File: config.mk
export PLATFORM = sky130hd
export DESIGN_NAME = sram_responder
export DESIGN_NICKNAME = d
export VERILOG_FILES = /design/src/rtl/sram_responder_pkg.sv /design/src/rtl/sram_responder.sv
export SDC_FILE = /design/constraint.sdc
export NUM_CORES = 1
export LEC_CHECK = 0
export CAP_MARGIN = 20
export CORE_ASPECT_RATIO = 0.5
export CORE_MARGIN = 2
export CORE_UTILIZATION = 39
export CTS_CLUSTER_SIZE = 24
export DETAILED_ROUTE_END_ITERATION = 16
export GPL_TIMING_DRIVEN = 0
export MAX_ROUTING_LAYER = met4
export PLACE_DENSITY_LB_ADDON = 0.3
export SLEW_MARGIN = 20
export SYNTH_ARGS = -nofsm -noshare
export SYNTH_HDL_FRONTEND = slang
export SYNTH_SLANG_ARGS = --single-unit
File: constraint.sdc
create_clock -name i_clk -period 1.8 [get_ports i_clk]
set_clock_uncertainty 0.05 [all_clocks]
set_input_delay 0.36 -clock i_clk [delete_from_list [all_inputs] [get_ports i_clk]]
set_output_delay 0.36 -clock i_clk [all_outputs]
set_load 0.05 [all_outputs]
File: src/rtl/sram_responder_pkg.sv
// Shared definitions for the Z80 system-bus SRAM responder: FSM encoding,
// bus address map and default strobe lengths.
package sram_responder_pkg;

    typedef enum logic [2:0] {
        ST_IDLE,
        ST_SETUP,
        ST_STROBE,
        ST_ACK,
        ST_RECOVER
    } state_t;

    localparam logic [15:0] SRAM_BASE       = 16'h8000;
    localparam logic [15:0] UART_SLAVE_BASE = 16'h0100;

    localparam int unsigned RD_CYCLES_DEF = 2;
    localparam int unsigned WR_CYCLES_DEF = 3;

    // Counter width able to hold the longer strobe's CYCLES-1 load value.
    function automatic int unsigned cnt_width(input int unsigned rd, input int unsigned wr);
        int unsigned mx;
        mx = (rd > wr) ? rd : wr;
        return (mx > 1) ? $clog2(mx) : 1;
    endfunction

endpackage

File: src/rtl/sram_responder.sv
// Bus responder that runs timed accesses on an asynchronous SRAM and returns
// a one-cycle ack; every output is a register fed from next-state decode.
module sram_responder
    import sram_responder_pkg::*;
#(
    parameter int unsigned ADDR_W    = 15,
    parameter logic [15:0] BASE_ADDR = SRAM_BASE,
    parameter int unsigned RD_CYCLES = RD_CYCLES_DEF,
    parameter int unsigned WR_CYCLES = WR_CYCLES_DEF
) (
    input  logic              i_clk,
    input  logic              i_reset_n,
    input  logic [15:0]       i_addr,
    input  logic [7:0]        i_dat,
    output logic [7:0]        o_dat,
    input  logic              i_we,
    input  logic              i_cs,
    output logic              o_ack,
    output logic [ADDR_W-1:0] o_sram_addr,
    output logic [7:0]        o_sram_dq,
    output logic              o_sram_dq_oe,
    input  logic [7:0]        i_sram_dq,
    output logic              o_sram_ce_n,
    output logic              o_sram_oe_n,
    output logic              o_sram_we_n
);

    localparam int unsigned CNT_W = cnt_width(RD_CYCLES, WR_CYCLES);

    state_t            state, state_nxt;
    logic [CNT_W-1:0]  cnt, cnt_nxt;
    logic              we_q, we_nxt;
    logic [ADDR_W-1:0] addr_nxt;
    logic [7:0]        dq_nxt, dat_nxt;
    logic              hit;
    logic              ce_n_nxt, oe_n_nxt, we_n_nxt, dq_oe_nxt, ack_nxt;

    assign hit = i_cs && (i_addr[15:ADDR_W] == BASE_ADDR[15:ADDR_W]);

    // NOTE: every variable gets a default before the case so no path leaves one unassigned (no latch).
    always_comb begin
        state_nxt = state;
        cnt_nxt   = cnt;
        we_nxt    = we_q;
        addr_nxt  = o_sram_addr;
        dq_nxt    = o_sram_dq;
        dat_nxt   = o_dat;
        unique case (state)
            ST_IDLE: begin
                if (hit) begin
                    state_nxt = ST_SETUP;
                    we_nxt    = i_we;
                    addr_nxt  = i_addr[ADDR_W-1:0];
                    dq_nxt    = i_dat;
                end
            end
            ST_SETUP: begin
                if (!i_cs) begin
                    state_nxt = ST_RECOVER;
                end else begin
                    cnt_nxt   = we_q ? CNT_W'(WR_CYCLES - 1) : CNT_W'(RD_CYCLES - 1);
                    state_nxt = ST_STROBE;
                end
            end
            ST_STROBE: begin
                // An abort outranks completion so o_dat stays untouched.
                if (!i_cs) begin
                    state_nxt = ST_RECOVER;
                end else if (cnt == '0) begin
                    state_nxt = ST_ACK;
                    if (!we_q) dat_nxt = i_sram_dq;
                end else begin
                    cnt_nxt = cnt - CNT_W'(1);
                end
            end
            ST_ACK:     state_nxt = ST_RECOVER;
            ST_RECOVER: state_nxt = ST_IDLE;
            default:    state_nxt = ST_IDLE;
        endcase

        // Strobes are decoded from the state being entered, then registered.
        ce_n_nxt  = !(state_nxt inside {ST_SETUP, ST_STROBE, ST_ACK});
        oe_n_nxt  = !(!we_nxt && (state_nxt inside {ST_SETUP, ST_STROBE}));
        we_n_nxt  = !(we_nxt && (state_nxt == ST_STROBE));
        dq_oe_nxt = we_nxt && (state_nxt inside {ST_SETUP, ST_STROBE, ST_ACK});
        ack_nxt   = (state_nxt == ST_ACK);
    end

    // NOTE: sequential state uses non-blocking assignments so all registers update together.
    always_ff @(posedge i_clk or negedge i_reset_n) begin
        if (!i_reset_n) begin
            state        <= ST_IDLE;
            cnt          <= '0;
            we_q         <= 1'b0;
            o_sram_addr  <= '0;
            o_sram_dq    <= '0;
            o_dat        <= '0;
            o_ack        <= 1'b0;
            o_sram_dq_oe <= 1'b0;
            o_sram_ce_n  <= 1'b1;
            o_sram_oe_n  <= 1'b1;
            o_sram_we_n  <= 1'b1;
        end else begin
            state        <= state_nxt;
            cnt          <= cnt_nxt;
            we_q         <= we_nxt;
            o_sram_addr  <= addr_nxt;
            o_sram_dq    <= dq_nxt;
            o_dat        <= dat_nxt;
            o_ack        <= ack_nxt;
            o_sram_dq_oe <= dq_oe_nxt;
            o_sram_ce_n  <= ce_n_nxt;
            o_sram_oe_n  <= oe_n_nxt;
            o_sram_we_n  <= we_n_nxt;
        end
    end

endmodule
After elaboration in Yosys (flattened, before gate mapping)
Cells that the tools add are included.
Storage, ports and cells
  register bits after elaboration: 42
  latch bits: 0
  RAM bits: 0
  memory bits (read-only): 0
  input bits: 36
  output and inout bits: 36
  word-level logic and storage cells: 50
  memories: 0
Operators by class
  $add $sub $neg: 1
  $mul: 0
  divide/modulo/power cells: 0
  magnitude comparators: 0
  equality and inequality tests: 9
  shifts and indexed selects: 0
  mux-type cells: 12
  bitwise logic cells: 1
  reduce and logical (&&, ||, !) cells: 16
Operators with widths (count)
  == test 3 x 2 -> 1 bit, second input constant: 4
  2-to-1 mux 3 bit: 4
  one-hot mux 3 bit (4 select lines): 1
  2-to-1 mux 2 bit: 4
  AND reduction 4 bit: 2
  == test 3 x 1 -> 1 bit, second input constant: 2
  inequality test 2 bit, second input constant: 3
  logical AND 1 bit: 4
  logical NOT 1 bit: 4
  one-hot mux 2 bit (2 select lines): 1
  nonzero test 2 bit: 2
  logical NOT 3 bit: 1
  nonzero test 3 bit: 1
  logical NOT 2 bit: 1
  2-to-1 mux 1 bit: 2
  AND reduction 2 bit: 1
  subtractor 2 x 1 -> 2 bit, second input constant: 1
  NOT 1 bit: 1

Depth between registers and ports, before layout
Gate-level depths: netlist of run 1.
  depth in word-level cells: 8
  mapped depth: 7
  mapped depth without buffers: 5

Least setup slack after synthesis of run 1
Ideal clock, no wire load.
  path type: register -> register
  start point: reg state[0]
  end point: reg o_sram_addr[10]
  library setup time: 125 ps
  arrival: 1755 ps
  required time: 1625 ps
  path slack: -130 ps
  stages on the path, launching flop included: 8
  path buffers: 4
  period minus slack after synthesis: 1930 ps
  path through: dfrtp_1 > buf_6 > or3b_1 > buf_6 > or2_1 > buf_6 > buf_12 > mux2_4
On the way
  cells in the longest elaborated chain, start to end: 2
RTL lines
  from (decl): line sram_responder.sv:30  | state_t state, state_nxt;
  from (signal assigned): line sram_responder.sv:104  | state <= state_nxt;
  logical NOT 3 bit: line sram_responder.sv:48  | unique case (state)
  AND reduction 2 bit (no source line)
  to (signal assigned): line sram_responder.sv:107  | o_sram_addr <= addr_nxt;
  to (decl): line sram_responder.sv:19  | output logic [ADDR_W-1:0] o_sram_addr,
Every way passes these cells.
A chain may end at the register's enable or synchronous reset.

Final worst setup path of run 1
  start point: reg state[0]
  end point: reg o_sram_dq[1]
On the way
  cells in the longest elaborated chain, start to end: 2
RTL lines
  logical NOT 3 bit: line sram_responder.sv:48
  AND reduction 2 bit (no source line)
  to (signal assigned): line sram_responder.sv:108  | o_sram_dq <= dq_nxt;
  to (decl): line sram_responder.sv:20  | output logic [7:0] o_sram_dq,
Every way passes these cells.

==> results of run 1 <==
-- cell families (layout without fill, tap and decap cells) --
group	after synthesis	count (layout)	synth area share (%)
fa+ha+maj	1	1	0.691
flops	42	42	58.3
simple gates	19	19	7.26
compound gates	11	11	4.28
buf+inv	10	97	4.84
mux	34	34	24.7
-- how the worst max path moves through the flow --
stage | from | to | slack [ns]
after detailed placement | i_cs | o_sram_dq[1] | -0.60
after floorplan | state[0] | o_sram_addr[10] | -0.13
after CTS | state[0] | o_sram_dq[6] | -0.20
after global placement | i_reset_n | o_sram_addr[10] | -0.71
final | state[0] | o_sram_dq[1] | -0.001
after global routing | state[0] | o_sram_dq[1] | -0.04
-- timing repair --
action                     4_1_cts  5_1_grt
setup endpoints to repair       69       35
gates cloned                     2        0
setup buffers                    8        0
resized for setup               50        1
pin swaps                        5        3
hold buffers                     0        0
hold endpoints to repair         0        0
-- layer usage --
metal / share of wire [%] / routed length (µm)
met5: 0 / 0
met4: 0 / 0
met3: 4.6 / 171
met2: 49 / 1830
met1: 46 / 1690
-- layout by cell type, fill, tap and decap left out, types with 2 or more instances in the layout --
master           netlist  layout
clkdlybuf4s50_1        0      33
buf_16                 0       2
o21ai_0                2       2
dlygate4sd2_1          0      37
nor3b_1                2       2
o21a_1                 2       2
nor2b_1                6       6
dfrtp_1               39      38
clkbuf_1               1       3
mux2i_1                3       3
dfstp_2                3       3
clkbuf_8               0       6
buf_4                  0       6
o21bai_1               2       2
buf_12                 1       4
mux2_4                18      26
a21oi_1                2       2
inv_1                  4       4
mux2_2                13       5
nand2_1                2       2
-- state kept, by name, indices dropped and copies added, names as in the netlist --
name          count
o_sram_ce_n       1
o_sram_addr      15
cnt               2
o_sram_oe_n       1
o_sram_dq_oe      1
o_sram_we_n       1
o_dat             8
o_ack             1
state             3
o_sram_dq         8
we_q              1
-- Yosys cell counts --
cell type   n
a21o_1      1
a21oi_1     2
and3b_1     1
buf_12      1
buf_6       3
buf_8       1
clkbuf_1    1
dfrtp_1    39
dfstp_2     3
ha_1        1
inv_1       4
mux2_2     13
mux2_4     18
mux2i_1     3
nand2_1     2
nand2b_1    1
nor2_1      1
nor2b_1     6
nor3_1      1
nor3_4      1
nor3b_1     2
nor4bb_1    1
o21a_1      2
o21ai_0     2
o21bai_1    2
o221a_2     1
o22a_1      1
or2_1       1
or2_2       1
or3b_1      1
-- layout make-up --
| type | count | area share [%] |
|---|---|---|
| Sequential cell | 42 | 37.8 |
| Timing Repair Buffer | 81 | 28.7 |
| Multi-Input combinational cell | 65 | 25.2 |
| Clock buffer | 8 | 3.23 |
| Tap cell | 57 | 2.56 |
| Buffer | 4 | 1.97 |
| Inverter | 4 | 0.538 |
-- worst max-delay path: cells and delay by family, from the launching register on --
kind | cells | cell delay [ns]
buf+inv | 2 | 0.30
flops | 1 | 0.42
mux | 1 | 0.29
simple gates | 2 | 0.63
-- through the flow --
step	setup slack (ns)	cell area, µm²	instances
floorplan	-0.129	1810	117
global placement	-0.711	2590	245
detailed placement	-0.601	2620	246
CTS	-0.199	2830	263
global route	-0.0372	2790	261
finish	-0.00113	2790	261
-- power groups by stage --
stage	clock [mW]	sequential, mW	combinational [mW]
global placement	0	1.46	2.36
finish	0.616	1.45	2.28
detailed placement	0	1.47	2.39
global route	0.670	1.49	2.40
CTS	0.631	1.45	2.33
floorplan	0	2.50	0.570
==> impl_metrics.tcl, run 1 <==
set metrics [dict create \
    status "finished with violations" \
    violations "negative setup slack" \
    cts_root_buffer "clkbuf_8" \
    fin_crit_ns 1.80 \
    clkSinkCount 42 \
    ant_nets 0 \
    seq_area_um2 1060 \
    gr-usage-met1_pct 20.0 \
    avgSynthCellArea_um2 15.5 \
    drt_iter0_markers 19 \
    fmax_ghz 0.555 \
    io_pins 72 \
    num_vias 1213 \
    multi_input_area_um2 703 \
    p_seq_share_pct 33.3 \
    tritoncts "built" \
    ys_seq_area_share_pct 58.3 \
    routed_wl_um 3690 \
    clockBufferDepth 2 \
    worstMarginPinSlew_ns 0.575 \
    n_antenna_cell 0 \
    setup_tns_ns -0.00113 \
    grt_pass1_wl_um 6150 \
    synth_cells 117 \
    holdWs_ns 0.0122 \
    slew_headroom_pct 61.7 \
    internal-power_mw 2.45 \
    nets 240 \
    drive_above_1_share_pct 28.9 \
    drv_cap 0 \
    syn_to_final_growth_pct 54.1 \
    r2r-start "state[0]" \
    yosysUniqueCellTypes 30 \
    via_per_inst 4.65 \
    syn_area_um2 1810 \
    power_density_nw_per_um2 1560 \
    cp.required_ns 1.92 \
    worstPathCellList "or3b_4 > or2_1 > buf_6 > buf_12 > mux2_4" \
    grt_most_used_layer "met2" \
    finish.utilization_pct 63.1 \
    clk_latency_ns 0.28 \
    fin_ws_ns -0.00113 \
    path_clk_slew_ns 0.08 \
    power.share.switching_pct 43.7 \
    worst_path_largest_cell_delay_ns 0.42 \
    p_clk_share_pct 14.2 \
    io_buffers 71 \
    peakVddDrop_mv 0.679 \
    setup_violations 1 \
    start_util_pct 40.9 \
    grtUsageTotal_pct 16.1 \
    reg2reg_depth 5 \
    hold_class "in2async" \
    n_fill_cell 357 \
    core-area_um2 4420 \
    wl_per_cell_um 14.2 \
    final.period_utilization_pct 100 \
    pwr-share-comb_pct 52.5 \
    firstDrtPassIters 4 \
    grt_pass1_vias 1284 \
    synth_nets 154 \
    die-area_um2 5240 \
    worstSetupEndpointType "flip-flop" \
    p_leak_nw 1.35 \
    ys_top_cells_by_area "dfrtp_1 54%, mux2_4 15%, mux2_2 8.1%" \
    r2r_slack_ns -0.001 \
    use_met2_pct 26.7 \
    numCtsBuffers 5 \
    cpMaxStageDelayCell "dfrtp_2" \
    grt_remaining_overflow 0 \
    reg2reg_to "o_sram_dq[1]" \
    antenna_found_initial 0 \
    worst_ep_arrival_time_ns 1.92 \
    cp_max_fo 7 \
    routabilityCongestion 0.702 \
    die_w_um 100 \
    synth_warnings 0 \
    grtUsageMet3_pct 3.87 \
    grt_max_degree 25 \
    startpoint_type "flip-flop" \
    slew_violations 0 \
    htreeDepth 2 \
    die_h_um 52.2 \
    p_sw_mw 1.90 \
    yosys.area.top_type "dfrtp_1" \
    synth_top_area_share_pct 53.9 \
    totalPowerFinal_mw 4.35 \
    num_rows 17 \
    drc_errors 0 \
    ys_ff_latch 42 \
    path_class "reg2reg" \
    rsz0062_at_grt "true" \
    dp_hpwl_um 2590 \
    hold_violations 0 \
]
No activity file was read; power rests on OpenSTA's default activity.
==> run 2, diff against run 1 <==
--- a/config.mk
+++ b/config.mk
@@ -9,6 +9,7 @@
 export CORE_ASPECT_RATIO = 0.5
 export CORE_MARGIN = 2
 export CORE_UTILIZATION = 39
+export CTS_CLUSTER_DIAMETER = 150
 export CTS_CLUSTER_SIZE = 24
 export DETAILED_ROUTE_END_ITERATION = 16
 export GPL_TIMING_DRIVEN = 0
@@ -18,3 +19,4 @@
 export SYNTH_ARGS = -nofsm -noshare
 export SYNTH_HDL_FRONTEND = slang
 export SYNTH_SLANG_ARGS = --single-unit
+export TNS_END_PERCENT = 50
==> run 2 against run 1 <==
The run now ends clean. Power up 1.0%. Utilization hardly changed. Via count increased by 1.3%. Setup slack better by 0.0051 ns. Largest cell class unchanged.
==> impl_metrics.tcl, run 2 (synthesis results as in run 1) <==
set metrics [dict create \
    cp.required_ns 1.92 \
    worstSetupEndpointType "flip-flop" \
    grt_max_degree 34 \
    nets 242 \
    cts_root_buffer "clkbuf_8" \
    pwr-share-comb_pct 50.9 \
    clk_latency_ns 0.28 \
    rsz0062_at_grt "true" \
    htreeDepth 2 \
    p_seq_share_pct 32.8 \
    status "finished clean" \
    cp_max_fo 6 \
    ant_nets 0 \
    wl_per_cell_um 14.2 \
    num_rows 17 \
    drv_cap 0 \
    start_util_pct 40.9 \
    holdWs_ns 0.438 \
    totalPowerFinal_mw 4.39 \
    core-area_um2 4420 \
    num_vias 1229 \
    drive_above_1_share_pct 29.1 \
    setup_violations 0 \
    p_sw_mw 1.89 \
    p_leak_nw 1.35 \
    post-place-ws_ns -0.606 \
    setup_tns_ns 0 \
    startpoint_type "flip-flop" \
    layout.cells.non_filler 263 \
    cpMaxStageDelayCell "or3b_4" \
    grt_pass1_vias 1285 \
    clkSinkCount 42 \
    final_cell_area_um2 2790 \
    hold_class "in2async" \
    placedInstanceArea_um2 2610 \
    reg2reg_depth 5 \
    die_h_um 52.2 \
    power.share.switching_pct 43.0 \
    dp_hpwl_um 2610 \
    tritoncts "built" \
    placed_cells 246 \
    path_clk_slew_ns 0.08 \
    path_class "reg2reg" \
    power_density_nw_per_um2 1570 \
    die_w_um 100 \
    final.period_utilization_pct 99.8 \
    fmax_ghz 0.557 \
    layout_commonest_cell "dfrtp_1" \
    io_buffers 71 \
    numCtsBuffers 5 \
    reg_top3 "o_sram_addr x15, o_dat x8, o_sram_dq x8" \
    n_antenna_cell 0 \
    syn_to_final_growth_pct 54.0 \
    fin_crit_ns 1.80 \
    worstPathCellList "or3b_4 > or2_1 > buf_6 > clkbuf_16 > mux2_4" \
    via_per_inst 4.67 \
    regMostFlops "o_sram_addr" \
    antenna_found_initial 0 \
    routed_wl_um 3740 \
    grtUsageTotal_pct 15.7 \
    hold_violations 0 \
    largest_reg_flops 15 \
    routabilityCongestion 0.718 \
    grt_pass1_wl_um 6000 \
    n_fill_cell 361 \
    internal-power_mw 2.50 \
    drc_errors 0 \
    p_clk_share_pct 16.3 \
    worstMarginPinSlew_ns 0.507 \
    mostFrequentLayoutCells "38 x dfrtp_1, 37 x dlygate4sd2_1, 33 x clkdlybuf4s50_1, 18 x mux2_4, 13 x mux2_2" \
    grt_remaining_overflow 0 \
    fin_ws_ns 0.00397 \
    slew_violations 0 \
    clockBufferDepth 2 \
    firstDrtPassIters 4 \
    worst_ep_arrival_time_ns 1.91 \
    io_pins 72 \
    die-area_um2 5240 \
    worst_path_largest_cell_delay_ns 0.41 \
    drt_iter0_markers 9 \
    slew_headroom_pct 66.3 \
    finish.utilization_pct 63.0 \
    peakVddDrop_mv 0.526 \
]
==> run 2: path summary, 6_finish.rpt <==
check	start	slack, ns	to
worst max-delay path	state[0]	0.004	o_sram_addr[14]
worst min-delay path	i_reset_n	0.44	o_sram_dq[3]
worst max register to register	state[0]	0.004	o_sram_addr[14]
worst min register to register	o_dat[5]	0.45	o_dat[5]
max in group asynchronous	i_reset_n	0.74	o_sram_oe_n
min in group i_clk	o_dat[5]	0.45	o_dat[5]
==> run 2: final cells by class <==
| cell class | count | area, µm² | share of cell area (%) |
|---|---|---|---|
| Multi-Input combinational cell | 65 | 671 | 24.0 |
| Inverter | 4 | 15.0 | 0.538 |
| Sequential cell | 42 | 1060 | 37.9 |
| Buffer | 4 | 55.1 | 1.97 |
| Tap cell | 57 | 71.3 | 2.56 |
| Clock buffer | 7 | 76.3 | 2.74 |
| Timing Repair Buffer | 83 | 815 | 29.2 |
| Clock inverter | 1 | 30.0 | 1.08 |
==> run 2: metal layers <==
layer | up-vias | part of all wire (%) | GRT usage, % | wire [µm]
met5 | - | 0 | - | 0
met4 | 0 | 0.59 | 4.79 | 22
met3 | 2 | 4.4 | 4.13 | 163
met2 | 30 | 52 | 28.3 | 1960
met1 | 614 | 43 | 17.4 | 1600
li1 | 583 | - | - | -
==> run 2: power groups by stage <==
| stage | Sequential (mW) | Clock (mW) | Combinational (mW) |
|---|---|---|---|
| detailed placement | 1.48 | 0 | 2.39 |
| floorplan | 2.50 | 0 | 0.570 |
| finish | 1.44 | 0.715 | 2.24 |
| CTS | 1.45 | 0.749 | 2.23 |
| global route | 1.48 | 0.782 | 2.34 |
| global placement | 1.45 | 0 | 2.36 |
==> run 2: worst max-delay path: cells and delay by family, from the launching register on <==
kind	cells	cell delay (ns)
and+or+nand+nor	2	0.63
DFF	1	0.40
buffers and inverters	2	0.31
muxes	1	0.29
==> run 2: timing repair <==
| item | in CTS | in global routing |
|---|---|---|
| gates resized for setup | 39 | 2 |
| setup endpoints to repair | 69 | 30 |
| cloned | 1 | 1 |
| hold buffers | 1 | 0 |
| endpoints found under the hold margin | 8 | 0 |
| pin swaps | 1 | 2 |
| buffers inserted | 5 | 3 |
